### config.mk
export PLATFORM = sky130hd
export DESIGN_NAME = jesd204b_dl_tx_multilane
export DESIGN_NICKNAME = d
export VERILOG_FILES = /design/src/rtl/jesd204b_dl_tx_multilane.sv
export SDC_FILE = /design/constraint.sdc
export NUM_CORES = 1
export LEC_CHECK = 0
export CELL_PAD_IN_SITES_DETAIL_PLACEMENT = 1
export CELL_PAD_IN_SITES_GLOBAL_PLACEMENT = 1
export CORE_ASPECT_RATIO = 1.25
export CORE_MARGIN = 1
export CORE_UTILIZATION = 29
export CTS_CLUSTER_SIZE = 25
export DETAILED_ROUTE_END_ITERATION = 10
export PLACE_DENSITY_LB_ADDON = 0.12
export SETUP_SLACK_MARGIN = 0.1
export SLEW_MARGIN = 30
export SYNTH_ARGS = -nofsm -noshare
export SYNTH_HDL_FRONTEND = slang
export SYNTH_SLANG_ARGS = --single-unit
### constraint.sdc
create_clock -name clk -period 5.4 [get_ports clk]
set_input_delay 1.08 -clock clk [delete_from_list [all_inputs] [get_ports clk]]
set_output_delay 1.08 -clock clk [all_outputs]
set_load 0.03 [all_outputs]
### src/rtl/jesd204b_dl_tx_multilane.sv
`default_nettype none
// ============================================================================
// Module   : jesd204b_dl_tx_multilane
// Brief    : JESD204B transmit data link layer for LANES lanes (4 octets per
//            lane per clk). Runs CGS -> ILAS -> DATA against the receiver's
//            SYNC~, generates the LMFC and per-octet frame/multiframe markers.
//            Optional per-lane 1 + x^14 + x^15 scrambler, compiled in only when
//            the macro JESD_DL_SCRAMBLE_EN is defined.
// Revision : 1.0 - initial release
// ============================================================================
module jesd204b_dl_tx_multilane #(
    parameter int LANES         = 2,
    parameter int OCTETS_PER_FR = 2,
    parameter int FRAMES_PER_MF = 16,
    parameter int ILAS_MF       = 4
) (
    input  logic                clk,
    input  logic                reset,
    input  logic                sync_n,
    input  logic                scramble_enable,
    input  logic [14*8-1:0]     in_config,
    input  logic [32*LANES-1:0] in,
    output logic                in_ready,
    output logic [32*LANES-1:0] out_tx,
    output logic [4*LANES-1:0]  out_k,
    output logic [3:0]          sof,
    output logic [3:0]          eof,
    output logic [3:0]          som,
    output logic [3:0]          eom,
    output logic                LMFC,
    output logic [1:0]          link_state
);

    localparam int c_FK     = OCTETS_PER_FR * FRAMES_PER_MF;
    localparam int c_MF_CYC = c_FK / 4;
    localparam int c_MF_W   = $clog2(c_MF_CYC);
    localparam int c_ILAS_W = $clog2(ILAS_MF);

    localparam logic [c_MF_W-1:0]   c_MF_LAST   = c_MF_W'(c_MF_CYC - 1);
    localparam logic [c_ILAS_W-1:0] c_ILAS_LAST = c_ILAS_W'(ILAS_MF - 1);
    localparam logic [c_ILAS_W-1:0] c_ILAS_CFG  = c_ILAS_W'(1);
    localparam logic [15:0]         c_F16       = 16'(OCTETS_PER_FR);
    localparam logic [15:0]         c_FK16      = 16'(c_FK);
    localparam logic [31:0]         c_CGS_WORD  = 32'hBCBCBCBC;

    typedef enum logic [1:0] {
        S_CGS  = 2'd0,
        S_ILAS = 2'd1,
        S_DATA = 2'd2
    } state_t;

    state_t                r_state;
    state_t                w_state_next;
    logic [c_MF_W-1:0]     r_mf_cnt;
    logic [c_ILAS_W-1:0]   r_ilas_mf;
    logic                  r_sync_d;
    logic                  r_sync_flag;
    logic                  w_mf_last;
    logic                  w_armed;
    logic                  w_ilas_done;
    logic [15:0]           w_base;
    logic [3:0]            w_sof;
    logic [3:0]            w_eof;
    logic [3:0]            w_som;
    logic [3:0]            w_eom;
    logic [31:0]           w_ilas_word;
    logic [3:0]            w_ilas_k;
    logic [32*LANES-1:0]   w_tx;
    logic [4*LANES-1:0]    w_k;

    assign w_mf_last   = (r_mf_cnt == c_MF_LAST);
    // A rising edge on SYNC~ counts immediately; the flag keeps it until LMFC.
    assign w_armed     = sync_n & (r_sync_flag | ~r_sync_d);
    assign w_ilas_done = w_mf_last & (r_ilas_mf == c_ILAS_LAST);
    assign w_base      = 16'(r_mf_cnt) << 2;
    assign link_state  = r_state;

    // Free-running multiframe counter, independent of the link state.
    always_ff @(posedge clk or negedge reset) begin
        if (!reset) begin
            r_mf_cnt <= '0;
        end else if (w_mf_last) begin
            r_mf_cnt <= '0;
        end else begin
            r_mf_cnt <= r_mf_cnt + 1'b1;
        end
    end

    // SYNC~ rising-edge capture; only meaningful while waiting in CGS.
    always_ff @(posedge clk or negedge reset) begin
        if (!reset) begin
            r_sync_d    <= 1'b0;
            r_sync_flag <= 1'b0;
        end else begin
            r_sync_d    <= sync_n;
            r_sync_flag <= (r_state == S_CGS) ? w_armed : 1'b0;
        end
    end

    // ILAS multiframe index, restarted whenever the link is not in ILAS.
    always_ff @(posedge clk or negedge reset) begin
        if (!reset) begin
            r_ilas_mf <= '0;
        end else if (r_state != S_ILAS) begin
            r_ilas_mf <= '0;
        end else if (w_mf_last) begin
            r_ilas_mf <= r_ilas_mf + 1'b1;
        end
    end

    // Link state register.
    always_ff @(posedge clk or negedge reset) begin
        if (!reset) begin
            r_state <= S_CGS;
        end else begin
            r_state <= w_state_next;
        end
    end

    // Link-up sequencing; a low SYNC~ always wins over the ILAS->DATA step.
    always_comb begin
        w_state_next = r_state;
        unique case (r_state)
            S_CGS:  if (w_armed && w_mf_last) w_state_next = S_ILAS;
            S_ILAS: begin
                if (!sync_n)          w_state_next = S_CGS;
                else if (w_ilas_done) w_state_next = S_DATA;
            end
            S_DATA: if (!sync_n) w_state_next = S_CGS;
            default: w_state_next = S_CGS;
        endcase
    end

    // Per-octet markers and the ILAS word (identical on every lane).
    always_comb begin : p_octets
        logic [15:0] v_p;
        w_sof       = '0;
        w_eof       = '0;
        w_som       = '0;
        w_eom       = '0;
        w_ilas_word = '0;
        w_ilas_k    = '0;
        for (int i = 0; i < 4; i++) begin
            v_p                  = w_base + 16'(i);
            w_sof[i]             = ((v_p % c_F16) == 16'd0);
            w_eof[i]             = ((v_p % c_F16) == (c_F16 - 16'd1));
            w_som[i]             = (v_p == 16'd0);
            w_eom[i]             = (v_p == (c_FK16 - 16'd1));
            w_ilas_word[8*i +: 8] = v_p[7:0];
            if (v_p == 16'd0) begin
                w_ilas_word[8*i +: 8] = 8'h1C;
                w_ilas_k[i]           = 1'b1;
            end else if (v_p == (c_FK16 - 16'd1)) begin
                w_ilas_word[8*i +: 8] = 8'h7C;
                w_ilas_k[i]           = 1'b1;
            end else if (r_ilas_mf == c_ILAS_CFG) begin
                if (v_p == 16'd1) begin
                    w_ilas_word[8*i +: 8] = 8'h9C;
                    w_ilas_k[i]           = 1'b1;
                end else begin
                    for (int j = 0; j < 14; j++) begin
                        if (v_p == 16'(j + 2)) w_ilas_word[8*i +: 8] = in_config[8*j +: 8];
                    end
                end
            end
        end
    end

    for (genvar l = 0; l < LANES; l++) begin : g_lane
        logic [31:0] w_din;
        logic [31:0] w_dout;
        assign w_din = in[32*l +: 32];
`ifdef JESD_DL_SCRAMBLE_EN
        localparam logic [14:0] c_SCR_SEED = 15'h7FFF;
        logic [14:0] r_scr;
        logic [14:0] w_scr_next;
        logic [31:0] w_scr_out;

        // Serial scrambler unrolled over 32 bits: octet 0 first, MSB first.
        always_comb begin : p_scramble
            logic [14:0] v_s;
            v_s       = r_scr;
            w_scr_out = '0;
            for (int o = 0; o < 4; o++) begin
                for (int b = 7; b >= 0; b--) begin
                    w_scr_out[8*o+b] = w_din[8*o+b] ^ v_s[13] ^ v_s[14];
                    v_s              = {v_s[13:0], w_scr_out[8*o+b]};
                end
            end
            w_scr_next = v_s;
        end

        // Scrambler state: reseeded on DATA entry, held while bypassed.
        always_ff @(posedge clk or negedge reset) begin
            if (!reset) begin
                r_scr <= c_SCR_SEED;
            end else if (r_state == S_ILAS && w_state_next == S_DATA) begin
                r_scr <= c_SCR_SEED;
            end else if (r_state == S_DATA && scramble_enable) begin
                r_scr <= w_scr_next;
            end
        end

        assign w_dout = scramble_enable ? w_scr_out : w_din;
`else
        assign w_dout = w_din;
`endif
        assign w_tx[32*l +: 32] = (r_state == S_DATA) ? w_dout :
                                  (r_state == S_ILAS) ? w_ilas_word : c_CGS_WORD;
        assign w_k[4*l +: 4]    = (r_state == S_DATA) ? 4'h0 :
                                  (r_state == S_ILAS) ? w_ilas_k : 4'hF;
    end

`ifndef JESD_DL_SCRAMBLE_EN
    logic w_unused;
    assign w_unused = scramble_enable;
`endif

    // Output register stage: everything leaves the block one clk after use.
    always_ff @(posedge clk or negedge reset) begin
        if (!reset) begin
            out_tx   <= '0;
            out_k    <= '0;
            sof      <= '0;
            eof      <= '0;
            som      <= '0;
            eom      <= '0;
            LMFC     <= 1'b0;
            in_ready <= 1'b0;
        end else begin
            out_tx   <= w_tx;
            out_k    <= w_k;
            sof      <= w_sof;
            eof      <= w_eof;
            som      <= w_som;
            eom      <= w_eom;
            LMFC     <= (r_mf_cnt == '0);
            in_ready <= (w_state_next == S_DATA);
        end
    end

endmodule
`default_nettype wire

==> impl_metrics.json <==
{
  "status": "completed",
  "synthMuxAreaShare": 0.00218,
  "crit_required_ns": 5.70,
  "busiest_layer": "met2",
  "synth_seq_cells": 81,
  "arrival_ns": 3.32,
  "synth_xor_area_frac": 0.00190,
  "clk_pin_slew_ns": 0.07,
  "synth-main-ff-cell": "dfrtp_1",
  "synthToLayoutAreaGrowth_pct": 64.5,
  "synth_area_per_cell_sq_um": 8.62,
  "io_pins": 272,
  "grt_pass1_vias": 5272,
  "fin_setup_tns_ns": 0,
  "fin_util": 0.486,
  "layout_commonest_cell": "clkdlybuf4s50_1",
  "yosys.area_share.adder": 0.0326,
  "drc": 0,
  "place_congestion": 0.779,
  "synth_cell_types": 56,
  "synth-compound-area-share": 0.196,
  "cap_violations": 0,
  "hold_buffers": 0,
  "fin_crit_ns": 3.02,
  "grt.total_usage": 0.246,
  "layout-drive-gt1-share": 0.0403,
  "r2r-start": "r_ilas_mf[1]",
  "power_density_nw_per_um2": 379,
  "crit_start": "r_ilas_mf[1]",
  "core_region_area_sq_um": 15600,
  "synth_edf_count": 0,
  "synth_top_family_by_area": "simple AND/OR/NAND/NOR gates",
  "grt_max_degree": 58,
  "gr-usage-met3": 0.0475,
  "grt.overflow.total": 0,
  "clk_latency_ns": 0.36,
  "dp_hpwl_um": 15100,
  "fin_crit_sh": 0.560,
  "ir_worst_vdd_mv": 0.169,
  "leakagePower_nw": 3.17,
  "cts_tree": "built",
  "layout_common_cells": "clkdlybuf4s50_1, nand2_1, dfrtp_1",
  "drt_iter0_markers": 181,
  "cts_num_sinks": 81,
  "finalPower_mw": 2.87,
  "wl_per_cell_um": 20.3,
  "first_pass_iters": 5,
  "path_class": "flip-flop to flip-flop",
  "postCtsSetupBuffers": 0,
  "wl_um": 19900,
  "worst_pin_slew_ns": 0.900,
  "syn_inst": 534,
  "vias": 4893,
  "synth_area_sq_um": 4600,
  "cts_max_level": 3,
  "synth-simple-area-share": 0.229,
  "cts-resized-gates": 0,
  "use_met1": 0.279,
  "synth-warning-count": 0,
  "setup_viol_count_final": 0,
  "grt_pass1_wl_um": 29800,
  "drv_slew": 0,
  "grt_use_met2": 0.446,
  "vias_per_cell": 4.98,
  "dieWidth_um": 115,
  "cts_buffer_depth": 2,
  "final_hold_viol_count": 0,
  "async_flop_share": 1.00,
  "cts_buffers": 9,
  "initial_utilization": 0.296,
  "fin_worst_skew_ns": 0.0101,
  "dieArea_sq_um": 16400,
  "place_area_sq_um": 7230,
  "nets": 957,
  "dp_worst_setup_slack_ns": 2.20,
  "hp-class": "primary input to asynchronous set/reset pin",
  "cts_root_buffer": "clkbuf_16",
  "fin_area_sq_um": 7570,
  "antenna_found_initial": 0,
  "end_kind": "flip-flop",
  "die_y_um": 143,
  "setup_slack_ns": 2.38,
  "cp_max_fo": 22,
  "n_antenna_cell": 0,
  "slew_headroom": 0.400,
  "n_fill_cell": 1857,
  "start_kind": "flip-flop",
  "fmax_mhz": 331,
  "io_buffers": 260,
  "ant_nets": 0,
  "seq_area_frac_synth": 0.440,
  "rsz0062_at_grt": "no",
  "rows": 51
}
-- sequential cells by signal (all words and copies together), names as in the netlist --
signal	count
out_tx	64
out_k	4
r_mf_cnt	3
link_state	2
r_ilas_mf	2
eof	1
eom	1
in_ready	1
r_sync_d	1
r_sync_flag	1
som	1
-- kinds of logic (layout without fill, tap and decap cells) --
family / Yosys count / count (layout)
AND/OR/NAND/NOR: 211 / 211
AO/OA/AOI/OAI: 136 / 136
buffers and inverters: 90 / 317
flip-flops: 81 / 81
adder cells (fa/ha/maj): 12 / 12
other: 2 / 11
XOR/XNOR: 1 / 1
multiplexers: 1 / 1
-- routing by layer --
layer	share of wire	up-vias	wire length [um]
met1	0.40	2425	7880
met4	0.029	0	572
li1	-	2253	-
met3	0.056	35	1120
met5	0	-	0
met2	0.52	180	10400
-- per-stage QoR --
stage          hold WS, ns  instances
2_1_floorplan        0.524        543
3_3_place_gp         0.566        966
3_5_place_dp         0.613        966
4_1_cts              0.638        982
5_1_grt              0.647        982
6_report             0.630        982
-- final timing paths --
| path | cells past startpoint | slack [ns] | to |
|---|---|---|---|
| max | 6 | 2.38 | out_tx[42] |
| max in group asynchronous | 2 | 3.66 | out_tx[41] |
| min reg2reg | 2 | 0.63 | r_ilas_mf[0] |
| min | 1 | 0.63 | eof[1] |
| min in group clk | 2 | 0.63 | r_ilas_mf[0] |
| max reg2reg | 6 | 2.38 | out_tx[42] |
-- report_power, final --
group | switching (mW) | leakage (nW) | internal [mW] | total (mW)
combinational | 0.769 | 2.06 | 0.558 | 1.33
sequential | 0.0643 | 0.949 | 0.779 | 0.843
clock | 0.277 | 0.159 | 0.420 | 0.696
-- synth_stat cells (2+ instances only) --
cell type | count | area [sq um]
inv_1 | 36 | 135
clkbuf_1 | 13 | 48.8
a211o_1 | 2 | 17.5
a221oi_1 | 9 | 78.8
a211oi_1 | 8 | 60.1
dfrtp_1 | 81 | 2030
a221o_1 | 7 | 70.1
nor2b_1 | 19 | 119
o21a_1 | 2 | 15.0
o31ai_1 | 6 | 45.0
a31o_2 | 2 | 17.5
nand3b_1 | 18 | 135
and3b_1 | 2 | 17.5
o21ai_0 | 16 | 80.1
a21boi_0 | 2 | 15.0
nor3_1 | 7 | 35.0
nor3b_1 | 8 | 60.1
buf_4 | 19 | 143
ha_1 | 12 | 150
buf_1 | 2 | 7.51
a311oi_1 | 3 | 26.3
a21oi_1 | 47 | 235
nand3_1 | 13 | 65.1
nand2b_1 | 10 | 62.6
buf_2 | 16 | 80.1
a21o_1 | 10 | 75.1
and3_1 | 3 | 18.8
conb_1 | 2 | 7.51
buf_6 | 2 | 22.5
o21ai_1 | 7 | 35.0
and2_1 | 10 | 62.6
a31oi_1 | 3 | 18.8
nor2_1 | 19 | 71.3
nand2_1 | 96 | 360
-- worst max-delay path, cell delays in order (launching register included) --
cell	delay, ns
dfrtp_1	0.39
inv_1	0.08
ha_1	0.75
clkinv_1	0.68
nor3_1	0.60
a311o_1	0.34
a21o_1	0.11
-- final cells by class --
cell class / instances / area (sq um) / area share
clock buffers: 10 / 239 / 0.0316
multi-input cells: 372 / 2180 / 0.289
repair buffers: 263 / 2620 / 0.346
clock inverters: 6 / 90.1 / 0.0119
flip-flops and latches: 81 / 2030 / 0.268
inverters: 38 / 143 / 0.0188
well taps: 212 / 265 / 0.0350
Note: power is estimated with default switching activity, not from simulation.
==> edit 1, RTL diff (same settings) <==
Set the parameter `OCTETS_PER_FR` to 1 (it was 2).
--- a/src/rtl/jesd204b_dl_tx_multilane.sv
+++ b/src/rtl/jesd204b_dl_tx_multilane.sv
@@ -12,3 +12,3 @@
     parameter int LANES         = 2,
-    parameter int OCTETS_PER_FR = 2,
+    parameter int OCTETS_PER_FR = 1,
     parameter int FRAMES_PER_MF = 16,
Check against the original RTL: not equivalent (Yosys sat finds a counterexample within 4 cycles, from zero or initial values and one cycle with reset low).
==> edit 1 against the unedited design <==
  * Cell area is 6.1% lower
  * Sequential share of layout area is 1.4 points higher
  * Critical path depth is 2 lower
  * Total power is 6.4% lower
  * Utilization is 0.92 points higher
  * Area after synthesis is 7.3% lower
  * Wire length is 19% lower
  * Setup slack better by 220 ps
  * Sequential power is 2.8% lower
  * Clock skew is 3.3 ps lower
  * Via count is 15% lower
  * Sequential cell count is 1 lower
==> edit 1: results (changes against the unedited design) <==
[place]
placed_cell_area_um2=6790  ; -6.2%
place_ws_ps=2520  ; +324 ps
port_buffers=256  ; -1.5%
place.gp.congestion=0.766  ; -1.8%
hpwl_um=12200  ; -19%

[cells_and_area]
multi_input_area_um2=1850  ; -15%
clkCellAreaFrac_pct=4.54  ; +0.20 points
final_util_pct=49.5  ; +0.92 points
nClkBuffers=11  ; +1
drive_gt1_share_pct=5.99  ; +2.0 points
regArea_um2=2000  ; -1.2%
buf_share_pct=36.3  ; +1.7 points
inv_count=34  ; -11%
final_cells=863  ; -12%
multi_input_gates=296  ; -20%
fill_cells=1647  ; -11%

[power]
cellLeakagePower_nw=2.97  ; -6.2%
vdd_drop_max_uv=219  ; +29%
finalPower_mw=2.68  ; -6.4%
p_sw_mw=0.993  ; -11%

[min_path]
holdCritPathClass=reg2reg

[grt]
grt_use_total_pct=21.1  ; -3.4 points
grt_pass1_vias=4569  ; -13%
grt_pass1_wl_um=24500  ; -18%
grt_max_degree=74  ; +28%

[yosys]
ys_seq_area_share_pct=46.9  ; +2.9 points
synth_area_per_cell_um2=9.45  ; +9.7%
muxShareOfSynthArea_pct=0.469  ; +0.25 points
synthTopCellsByArea=dfrtp_1, nand2_1, a221o_1
synth_common_cells=dfrtp_1, nand2_1, a21oi_1, inv_1, buf_4
synth-compound-area-share_pct=19.7  ; +0.057 points
yosysUniqueCellTypes=52  ; -7.1%
synth_xor_area_share_pct=0.205  ; +0.015 points
synthAdderAreaFrac_pct=3.23  ; -0.035 points

[critical_path]
crit_path_max_incr_delay_ps=830  ; +80 ps
rrSetupSlack_ps=2600  ; +220 ps
rr_worst_depth=4  ; -2
critical-path-top-delay-family=compound AO/OA/AOI/OAI gates
cp_max_fo=40  ; +82%
worstReg2RegEnd=out_tx[30]$_DFF_PN0_

[cts]
clk_latency_ps=340  ; -20 ps
cts.reportedPaths.clkPinSlew_ps=60
cts_num_sinks=80  ; -1.2%

[run_status]
status=finished clean

[sta]
hold_slack_ps=594  ; -35.8 ps

[detailed_routing]
routed_via_density=4.83  ; -3.0%

## edit 1: worst max path at each step
stage,start,end,slack (ps)
3_5_place_dp,r_mf_cnt[1]$_DFF_PN0_,out_tx[62]$_DFF_PN0_,2520
6_report,r_mf_cnt[1]$_DFF_PN0_,out_tx[30]$_DFF_PN0_,2600
5_1_grt,r_mf_cnt[1]$_DFF_PN0_,out_tx[62]$_DFF_PN0_,2450
4_1_cts,r_mf_cnt[1]$_DFF_PN0_,out_tx[30]$_DFF_PN0_,2530
2_1_floorplan,eof[0]$_DFF_PN0_,eof[1],3510
3_3_place_gp,r_mf_cnt[1]$_DFF_PN0_,out_tx[30]$_DFF_PN0_,2640
## edit 1: routing by layer
layer / vias up / track usage (%) / wire, µm
met4: 0 / 9.11 / 416
met3: 27 / 4.66 / 899
met5: - / 0 / 0
met2: 157 / 40.0 / 8970
li1: 1976 / - / -
met1: 2010 / 22.6 / 5890
==> edit 2, RTL diff (same flow settings) <==
Without the edit above. Add an input register stage for `in_config`, without a reset; this delays it by one clock. The other inputs are not delayed to match.
--- a/src/rtl/jesd204b_dl_tx_multilane.sv
+++ b/src/rtl/jesd204b_dl_tx_multilane.sv
@@ -51,2 +51,8 @@
 
+    logic [14*8-1:0] in_config_q;
+
+    always_ff @(posedge clk) begin
+        in_config_q <= in_config;
+    end
+
     state_t                r_state;
@@ -161,3 +167,3 @@
                     for (int j = 0; j < 14; j++) begin
-                        if (v_p == 16'(j + 2)) w_ilas_word[8*i +: 8] = in_config[8*j +: 8];
+                        if (v_p == 16'(j + 2)) w_ilas_word[8*i +: 8] = in_config_q[8*j +: 8];
                     end
Behaviour: same outputs for any inputs over 4 cycles, from zero or initial values and one cycle with reset low; that may be too few to reach the edited logic, so the function may still have changed.
==> edit 2 against the unedited design <==
  * The flow now finishes with violations (design-rule violations)
  * Clock skew increased by 2.5 ps
  * Sequential cell count grew 112
  * Critical path depth stayed put
  * Via count increased by 11%
  * Combinational power down 17%
  * Total power increased by 39%
  * Die area rose by 47%
  * Highest routed layer unchanged
  * Setup slack lost 100 ps
  * Area after synthesis rose by 48%
  * Cell area rose by 34%
  * Largest power group is now registers
  * Wire length up 10%
==> edit 2: results (changes against the unedited design) <==
[critical_path]
crit_path_max_incr_delay_ps=800  ; +50 ps
cp_max_fo=48  ; +120%
arrival_ps=3450  ; +130 ps
critical-path-top-delay-family=adder cells
crit_path_top_delay_cell=ha_2

[cts]
htree_num_levels=4  ; +1
cts_made_buffers=17  ; +8
clk_latency_ps=440  ; +80 ps

[grt]
grt_max_degree=82  ; +41%
grt_pass1_wl_um=33600  ; +13%
grt_use_total_pct=18.6  ; -6.0 points
grt_pass1_vias=5932  ; +13%
antenna_found_initial=1  ; +1

[place]
place.gp.congestion=0.738  ; -5.4%
dpl.cell_count=1139  ; +18%
placed_cell_area_um2=9550  ; +32%
hpwl_um=16500  ; +9.2%
place_ws_ps=2300  ; +96.9 ps

[yosys]
synth_common_cells=dfxtp_1, nand2_1, dfrtp_1, a21oi_1
synthTopCellsByArea=dfxtp_1, dfrtp_1, nand2_1
synth-seq-cells=193  ; +140%
yosysUniqueCellTypes=59  ; +5.4%
synth_cells=631  ; +18%
synthAdderAreaFrac_pct=2.20  ; -1.1 points
muxShareOfSynthArea_pct=0  ; -0.22 points
async_flop_share_pct=42.0  ; -58 points
ys_seq_area_share_pct=62.7  ; +19 points
synth-compound-area-share_pct=13.7  ; -5.9 points

[run_status]
status=complete, but fails checks
violations=design-rule violations

[detailed_routing]
wl_per_cell_um=18.7  ; -7.7%
drc=18  ; +18
drtIter0Drc=195  ; +7.7%
drt-pass1-iter-count=11  ; +6

[power]
vdd_drop_max_uv=228  ; +35%
cellLeakagePower_nw=4.16  ; +31%

[cells_and_area]
fill_cells=2494  ; +34%
drive_gt1_share_pct=5.78  ; +1.7 points
final_cells=1172  ; +19%
biggestRegsByFlops=in_config_q: 112 flops, out_tx: 64 flops, out_k: 4 flops
final_area_um2=10100  ; +34%

[sta]
worst_slew_pin_slew_ps=987  ; +87.1 ps
skew_ps=12.7  ; +2.53 ps

[min_path]
holdCritPathClass=reg2reg

edit 2: cell type report:
cell class / count / share of cell area [%]
clock inverters: 13 / 1.21
clock buffers: 19 / 4.38
flip-flops and latches: 193 / 42.2
multi-input cells: 365 / 21.5
repair buffers: 263 / 26.0
well taps: 288 / 3.56
diodes: 1 / 0.0247
inverters: 30 / 1.11
edit 2: metal layers:
layer / GRT usage (%) / vias to the layer above / wire length (µm)
met1: 21.2 / 2608 / 8930
li1: - / 2606 / -
met4: 6.67 / 0 / 463
met2: 34.3 / 167 / 11600
met5: 0 / - / 0
met3: 3.56 / 28 / 979
edit 2: worst paths after layout:
path | to | slack, ps | from | depth (start not counted)
worst max-delay path | out_tx[31]$_DFF_PN0_ | 2270 | r_mf_cnt[0]$_DFF_PN0_ | 6
worst max register to register | out_tx[31]$_DFF_PN0_ | 2270 | r_mf_cnt[0]$_DFF_PN0_ | 6
min in group asynchronous | out_tx[24]$_DFF_PN0_ | 690 | reset | 1
worst min-delay path | out_tx[7]$_DFF_PN0_ | 500 | in_config_q[87]$_DFF_P_ | 2
max in group asynchronous | out_tx[22]$_DFF_PN0_ | 4180 | reset | 1
worst min register to register | out_tx[7]$_DFF_PN0_ | 500 | in_config_q[87]$_DFF_P_ | 2
edit 2: power breakdown:
part	internal [mW]	leakage [nW]	total, mW	switching (mW)
sequential	1.61	1.89	1.67	0.0598
combinational	0.471	1.99	1.10	0.629
clock	0.620	0.273	1.21	0.591
edit 2: tightest hold or removal path, cell delays in order, from the launching register on:
cell	delay (ps)
dfxtp_1	310
o22ai_1	70
nand3_1	80
